## config.mk

```make
export PLATFORM = sky130hd
export DESIGN_NAME = sync_fifo
export DESIGN_NICKNAME = d
export VERILOG_FILES = /design/src/rtl/sync_fifo.sv
export SDC_FILE = /design/constraint.sdc
export NUM_CORES = 1
export LEC_CHECK = 0
export ABC_AREA = 1
export ABC_CLOCK_PERIOD_IN_PS = 2850
export CAP_MARGIN = 20
export CORE_ASPECT_RATIO = 0.75
export CORE_MARGIN = 2
export CORE_UTILIZATION = 60
export DETAILED_ROUTE_END_ITERATION = 8
export HOLD_SLACK_MARGIN = 0.12
export PLACE_DENSITY = 0.85
export SLEW_MARGIN = 20
export SYNTH_ARGS = -nofsm -noshare
export SYNTH_HDL_FRONTEND = slang
export SYNTH_SLANG_ARGS = --single-unit
```

## constraint.sdc

```tcl
create_clock -name clk -period 2.85 [get_ports clk]
set_input_delay 0.285 -clock clk [delete_from_list [all_inputs] [get_ports clk]]
set_output_delay 0.285 -clock clk [all_outputs]
set_load 0.01 [all_outputs]
```

## src/rtl/sync_fifo.sv

```systemverilog
// sync_fifo: single-clock FIFO with registered read data and occupancy count.
//
// Ports:
//   clk          - clock; all state changes on the rising edge
//   rst_n        - synchronous reset, active HIGH (1 clears state at the next edge)
//   wr_en        - write request; wr_data is sampled when the write is accepted
//   wr_data      - write data
//   rd_en        - read request; rd_data is updated one cycle after acceptance
//   rd_data      - registered read data; holds when no read is accepted
//   full/empty   - count == DEPTH / count == 0
//   almost_full  - count >= DEPTH-2
//   almost_empty - count <= 2
//   overflow     - one-cycle pulse after a rejected write
//   underflow    - one-cycle pulse after a rejected read
//   count        - occupancy, 0..DEPTH
module sync_fifo #(
   parameter int DATA_WIDTH = 8,
   parameter int DEPTH      = 16,
   parameter int ADDR_BITS  = $clog2(DEPTH)
) (
   input  logic                  clk,
   input  logic                  rst_n,
   input  logic                  wr_en,
   input  logic [DATA_WIDTH-1:0] wr_data,
   input  logic                  rd_en,
   output logic [DATA_WIDTH-1:0] rd_data,
   output logic                  full,
   output logic                  empty,
   output logic                  almost_full,
   output logic                  almost_empty,
   output logic                  overflow,
   output logic                  underflow,
   output logic [ADDR_BITS:0]    count
);

   localparam logic [ADDR_BITS:0]   CNT_DEPTH = (ADDR_BITS+1)'(DEPTH);
   localparam logic [ADDR_BITS:0]   CNT_AF    = (ADDR_BITS+1)'(DEPTH-2);
   localparam logic [ADDR_BITS:0]   CNT_AE    = (ADDR_BITS+1)'(2);
   localparam logic [ADDR_BITS:0]   CNT_ONE   = (ADDR_BITS+1)'(1);
   localparam logic [ADDR_BITS-1:0] PTR_ONE   = ADDR_BITS'(1);

   logic [DATA_WIDTH-1:0] mem [DEPTH];

   logic [ADDR_BITS-1:0]  wr_ptr_q, wr_ptr_d;
   logic [ADDR_BITS-1:0]  rd_ptr_q, rd_ptr_d;
   logic [ADDR_BITS:0]    count_q, count_d;
   logic [DATA_WIDTH-1:0] rd_data_q, rd_data_d;
   logic                  overflow_q, overflow_d;
   logic                  underflow_q, underflow_d;
   logic                  wr_acc, rd_acc;

   // Flags decode straight from the registered count.
   assign full         = (count_q == CNT_DEPTH);
   assign empty        = (count_q == '0);
   assign almost_full  = (count_q >= CNT_AF);
   assign almost_empty = (count_q <= CNT_AE);

   // A write into a full FIFO is still accepted when a read frees a slot in
   // the same cycle. The read side never borrows from a same-cycle write.
   assign wr_acc = wr_en && (!full || rd_en);
   assign rd_acc = rd_en && !empty;

   always_comb begin
      wr_ptr_d    = wr_ptr_q;
      rd_ptr_d    = rd_ptr_q;
      count_d     = count_q;
      rd_data_d   = rd_data_q;
      overflow_d  = wr_en && full && !rd_en;
      underflow_d = rd_en && empty;
      if (wr_acc) wr_ptr_d = wr_ptr_q + PTR_ONE;
      if (rd_acc) begin
         rd_ptr_d  = rd_ptr_q + PTR_ONE;
         rd_data_d = mem[rd_ptr_q];
      end
      case ({wr_acc, rd_acc})
         2'b10:   count_d = count_q + CNT_ONE;
         2'b01:   count_d = count_q - CNT_ONE;
         default: count_d = count_q;
      endcase
   end

   always_ff @(posedge clk) begin
      if (rst_n) begin
         wr_ptr_q    <= '0;
         rd_ptr_q    <= '0;
         count_q     <= '0;
         rd_data_q   <= '0;
         overflow_q  <= 1'b0;
         underflow_q <= 1'b0;
      end else begin
         wr_ptr_q    <= wr_ptr_d;
         rd_ptr_q    <= rd_ptr_d;
         count_q     <= count_d;
         rd_data_q   <= rd_data_d;
         overflow_q  <= overflow_d;
         underflow_q <= underflow_d;
      end
   end

   // Storage is not reset; a write is simply dropped on a reset edge.
   always_ff @(posedge clk) begin
      if (!rst_n && wr_acc) mem[wr_ptr_q] <= wr_data;
   end

   assign rd_data   = rd_data_q;
   assign overflow  = overflow_q;
   assign underflow = underflow_q;
   assign count     = count_q;

endmodule

```

Word level (Yosys, flattened, before mapping)
Memory sizes are Yosys's and may differ from the RTL's. A register that Yosys moved wholly into a read port is not among the register bits.
Index checks and enable logic that the tools add are counted.
{"block": "totals", "wordCells": 31, "input_bits": 12, "ram_bits": 128, "n_memories": 1, "output_inout_bits": 19, "regBits": 15}
{"block": "op_classes", "mux": 3, "n_reduce_logical": 13, "eq_ne": 3, "n_addsub": 4, "order_cmp": 2}
{"memory": "mem", "words": 16, "word_bits": 8, "rd": 1, "rd_clocked_by_memory_dff": 1, "wr": 1, "line": "42", "source": "logic [DATA_WIDTH-1:0] mem [DEPTH];"}
{"operator": "$pmux 5 s2", "n": 1}
{"operator": "$add 4x1->4 const B", "n": 2}
{"operator": "$logic_and 1x1->1", "n": 6}
{"operator": "$add 5x1->5 const B", "n": 1}
{"operator": "$eq 5x5->1 const B", "n": 1}
{"operator": "$ge 5x4->1 const B", "n": 1}
{"operator": "$le 5x2->1 const B", "n": 1}
{"operator": "$logic_not 5->1", "n": 1}
{"operator": "$sub 5x1->5 const B", "n": 1}
{"operator": "$logic_not 1->1", "n": 4}
{"operator": "$eq 2x1->1 const B", "n": 1}
{"operator": "$eq 2x2->1 const B", "n": 1}
{"operator": "$mux 1", "n": 2}
{"operator": "$reduce_bool 2->1", "n": 1}
{"operator": "$logic_or 1x1->1", "n": 1}

Logic depth before layout (Yosys ltp)
{"block": "depth", "ltp_word": 7, "depth_mapped": 16, "ltp_nobuf": 16}

Least setup slack after synthesis
OpenSTA, ideal clock, no wires.
{"block": "synth_path", "kind": "reg2reg", "start": "register count_q[1] (netlist: count[1])", "end": "register count_q[4] (netlist: count[4])", "path_buffers": 0, "arrival_ns": 2.216, "setup_slack_ns": 0.563, "stages_incl_launch_ff": 16, "synth_period_minus_slack_ns": 2.287, "setup_time_ns": 0.071, "path_cell_list": "dfxtp_1 -> nor2_2 -> nand3_1 -> nor2_1 -> nand2_1 -> nand2_2 -> ha_1 -> inv_1 -> fa_1 -> inv_1 -> nand2_1 -> a21boi_0 -> o21bai_1 -> nand2_1 -> nand2_1 -> a21oi_1"}
{"block": "synth_between", "elab_chain_len": 6, "word_cells_on_any_way": 13, "classes_between": "2 x add/sub; 3 x eq/ne; 1 x mux; 7 x reduce/logical"}
{"element": "start, declared", "line": "46", "source": "logic [ADDR_BITS:0] count_q, count_d;"}
{"element": "start signal, assigned", "line": "93", "source": "count_q <= count_d;"}
{"element": "$eq 5x5->1 (*)", "line": "53", "source": "assign full = (count_q == CNT_DEPTH);"}
{"element": "net full", "line": "27", "source": "output logic full,"}
{"element": "$logic_not 1->1 (*)", "line": "60", "source": "assign wr_acc = wr_en && (!full || rd_en);"}
{"element": "$logic_or 1x1->1 (*)", "line": "60"}
{"element": "$logic_and 1x1->1 (*)", "line": "60"}
{"element": "$eq 2x1->1 or $eq 2x2->1 (tied branches)", "line": "75", "source": "case ({wr_acc, rd_acc})"}
{"element": "$pmux 5 s2 or $reduce_bool 2->1 (tied branches)"}
The timed path passes the listed nets; every way through them passes the cells marked *.
A chain may end at the register's enable or synchronous reset.

Final worst setup path
{"block": "layout_path", "start": "register count_q[1] (netlist: count[1])", "end": "register count_q[4] (netlist: count[4])"}
{"block": "layout_between", "elab_chain_len": 6, "word_cells_on_any_way": 13, "classes_between": "2 x add/sub; 3 x eq/ne; 1 x mux; 7 x reduce/logical"}
{"element": "$eq 5x5->1", "line": "53"}
{"element": "$logic_not 1->1", "line": "60"}
{"element": "$logic_or 1x1->1", "line": "60"}
{"element": "$logic_and 1x1->1", "line": "60"}
{"element": "$eq 2x1->1 or $eq 2x2->1 (tied branches)", "line": "75"}
{"element": "$pmux 5 s2 or $reduce_bool 2->1 (tied branches)"}
Parallel ways exist; a longest one is shown, timed or not.

==> results.md <==
- ANT nets after route: 0
- Initial DRC Count: around 670
- Critical Path Fanout Max: 9
- Hold Path Origin: rd_en
- Cells along the critical path: nor2_2 -> nand3_1 -> nor2_1 -> nand2_1 -> nand2_2 -> ha_1 -> inv_1 -> fa_1 -> inv_1 -> nand2_1 -> a21boi_0 -> o21bai_1 -> nand2_1 -> nand2_1 -> a21oi_1
- First-pass GRT wire length: approximately 24,000 µm
- R2R depth: 15
- Syn. warnings: 0
- Setup Skew: 0.01030 ns
- Pwr dens: ~840 mW/mm²
- Setup crit end: count[4]
- Final period utilization: between 80% and 90%
- Max Root-Sink Buffers: 2
- Worst slew pin tran: 0.9848 ns
- Final TNS setup: 0 ns
- # Max-Cap Violations: 0
- WP depth: 15
- Worst rel slew slack: approximately a third
- Residual overflow from global routing: 0
- Clk slew on worst S/H paths: around 0.07 ns
- Diodes inserted: 0
- Synth Cell Area: 0.006665 mm²
- Sequential share of the synthesized area: between 60% and 70%
- Clk pwr share: between 30 and 40%
- Avg Synthesized Cell Area: 9.845 µm²
- RSZ-0062 raised after global routing: no
- Setup Crit Path Kind: reg2reg
- Min-delay worst type: in2reg
- Worst r2r src: count[1]
- # clock sinks: between 150 and 200
- CP most frequent cell: nand2_1
- Most frequent cells in the layout: nand2_1, edfxtp_1, nand3_1
- Area Growth Syn to Fin: 13.50%
- Final Hold Fails: 0
- Slew Limit Fails: 0
- Reg2reg end: count[4]
- Final Cell Area: between 0.007 and 0.008 mm²
- Top_reg_cell synth: edfxtp_1
- Register area: ~0.0043 mm²
- Syn_nets: about 700
- CP required: 3.21 ns
- Final weighted congestion in routability-driven placement: about 0.91
- Switching fraction of total power: about 33%
- Post_cts resized: 0
- Slowest CP cell: fa_1
- Largest area contributor in the netlist: edfxtp_1
- DR vias/cell: approximately 5.6
- Max VDD drop: 529.9 µV
- Layout cells sized above 1: approximately 6.8%
- Async SR Flop Fraction: 0%
- Psw: around 2.1 mW
- Max Clock Freq: slightly below 0.4 GHz
- Synth top area cells: edfxtp_1, nand2_1, nand3_1
- Die width: roughly 130 µm
- Htree depth: 4
- Gr usage total: a little over a quarter
- CTS tree: done
- Pre-CTS WS: roughly 0.28 ns
- Cells after Synth: around 680
- Final setup fails: 0
- Seq pwr share: between 40% and 50%
- Status: complete, no violations
- CORE AREA: 0.01086 mm²
- EDFF count, synth: around 130
- Antenna violations before repair: 0
- Root cell of the clock tree: clkbuf_16
- Row count: 33
- Drt drc: 0
- Max stage delay on crit path: roughly 0.41 ns
- Crit. Startpoint: count[1]
- Ports: 31
- Critical path capture point type: flop
- Die footprint: 0.01198 mm²
- Startpoint Class: flop
- Die Y: ~95 µm
- Smallest hold slack: ~0.5 ns
- Vias in the first global route: about 4,500
- I/O Buffers: 30
- Util after Layout: approximately 70%
- Pint: roughly 4.2 mW
- Worst setup margin: between 0.2 and 0.3 ns
- Post-CTS Hold Buffers: 0
- Clock insertion delay at the later pin of the skew report: around 0.43 ns
- Drt total wl: approximately 15,000 µm
- Final min period: around 2.6 ns
- Cts bufs inserted: 17
- Routed vias: 4,788
- Nets: roughly 730
- Seq cells post-synth: about 150
- Commonest non-fill, non-tap cell in the layout: nand2_1
- Placed Area: just over 0.007 mm²
- Critical Path AT: between 2 and 3 ns
- Worst Path Buf+Inv: 2
- Initial core utilization: approximately three fifths
- Leak pwr: 3.194 nW
- Combinational share of power: between 20 and 30%
- DR WL/cell: 17.73 µm
- Setup bufs post-CTS: 0
- Detailed Routing Iterations Pass 1: 6
- Reg2Reg Setup Slack: ~0.29 ns
- Multi-input gate area: ~0.0018 mm²
- Kind of cell adding the most delay to the critical path: simple AND/OR/NAND/NOR gates
- Post-synth top area share: between 50 and 60%
- Largest net degree at the start of global routing: 67
- HPWL Detailed: about 10,000 µm
- Fill cells: 788
- Distinct cells, synth: 27
==> synthesized netlist by cell type, drive strengths merged (2+ instances only) <==
cell type and number:
buf 25, dfxtp 23, inv 94, clkbuf 4, clkinv 2, o21ai 8, nand2 227, edfxtp 128
xor2 5, nand3 94, nor2 36, a21oi 14, ha 9
==> worst min-delay path, stage by stage <==
cell             delay (ns)
clkdlybuf4s50_1        0.44
inv_1                  0.08
nor3_1                 0.05
==> metal layers <==
metal	track usage, %	vias up	share of wire (%)
met5	0	-	0
met2	41.58	224	46
met1	37.04	2275	41
met3	7.969	36	10
li1	-	2253	-
met4	10.09	0	2.5
==> flip-flops by register name, summed over array words and instances (netlist names) <==
name and flops:
mem 128, rd_data 8, overflow 1, wr_ptr_q 4, count 5, underflow 1
rd_ptr_q 4
==> worst min path at each step <==
| stage | to | cells after the start |
|---|---|---|
| after floorplan | mem[0][0] | 0 |
| final | underflow | 3 |
| after global routing | overflow | 3 |
| after detailed placement | wr_ptr_q[3] | 2 |
| after global placement | count[4] | 2 |
| after CTS | underflow | 3 |
==> final cells by class <==
| type | instances | share of cell area, % |
|---|---|---|
| flip-flops and latches | 151 | 56.91 |
| multi-input cells | 401 | 23.87 |
| clock buffers | 18 | 5.673 |
| repair buffers | 42 | 5.326 |
| inverters | 96 | 4.763 |
| well taps | 140 | 2.316 |
| clock inverters | 14 | 1.141 |
==> stage by stage <==
step	total power, mW	std cells
2_1_floorplan	3.780	677
3_3_place_gp	4.283	830
3_5_place_dp	4.353	830
4_1_cts	6.298	862
5_1_grt	6.622	862
6_report	6.321	862
==> cells by family (layout without fill, tap and decap cells) <==
kind of cell,count (synthesis),after routing,share of synthesized area (%)
AND/OR/NAND/NOR,359,359,22.19
flip-flops,151,151,64.58
buffers and inverters,125,170,8.335
AO/OA/AOI/OAI,26,26,2.121
adder cells (fa/ha/maj),10,10,1.990
XOR/XNOR,6,6,0.7884
==> power by group through the flow <==
stage	clock network, mW	logic, mW	registers, mW
after detailed placement	0	1.72	2.63
after global placement	0	1.66	2.62
after CTS	1.98	1.73	2.59
after floorplan	0	1.13	2.65
final	1.98	1.75	2.59
after global routing	2.08	1.94	2.60
Note: power is estimated with default switching activity, not from simulation.
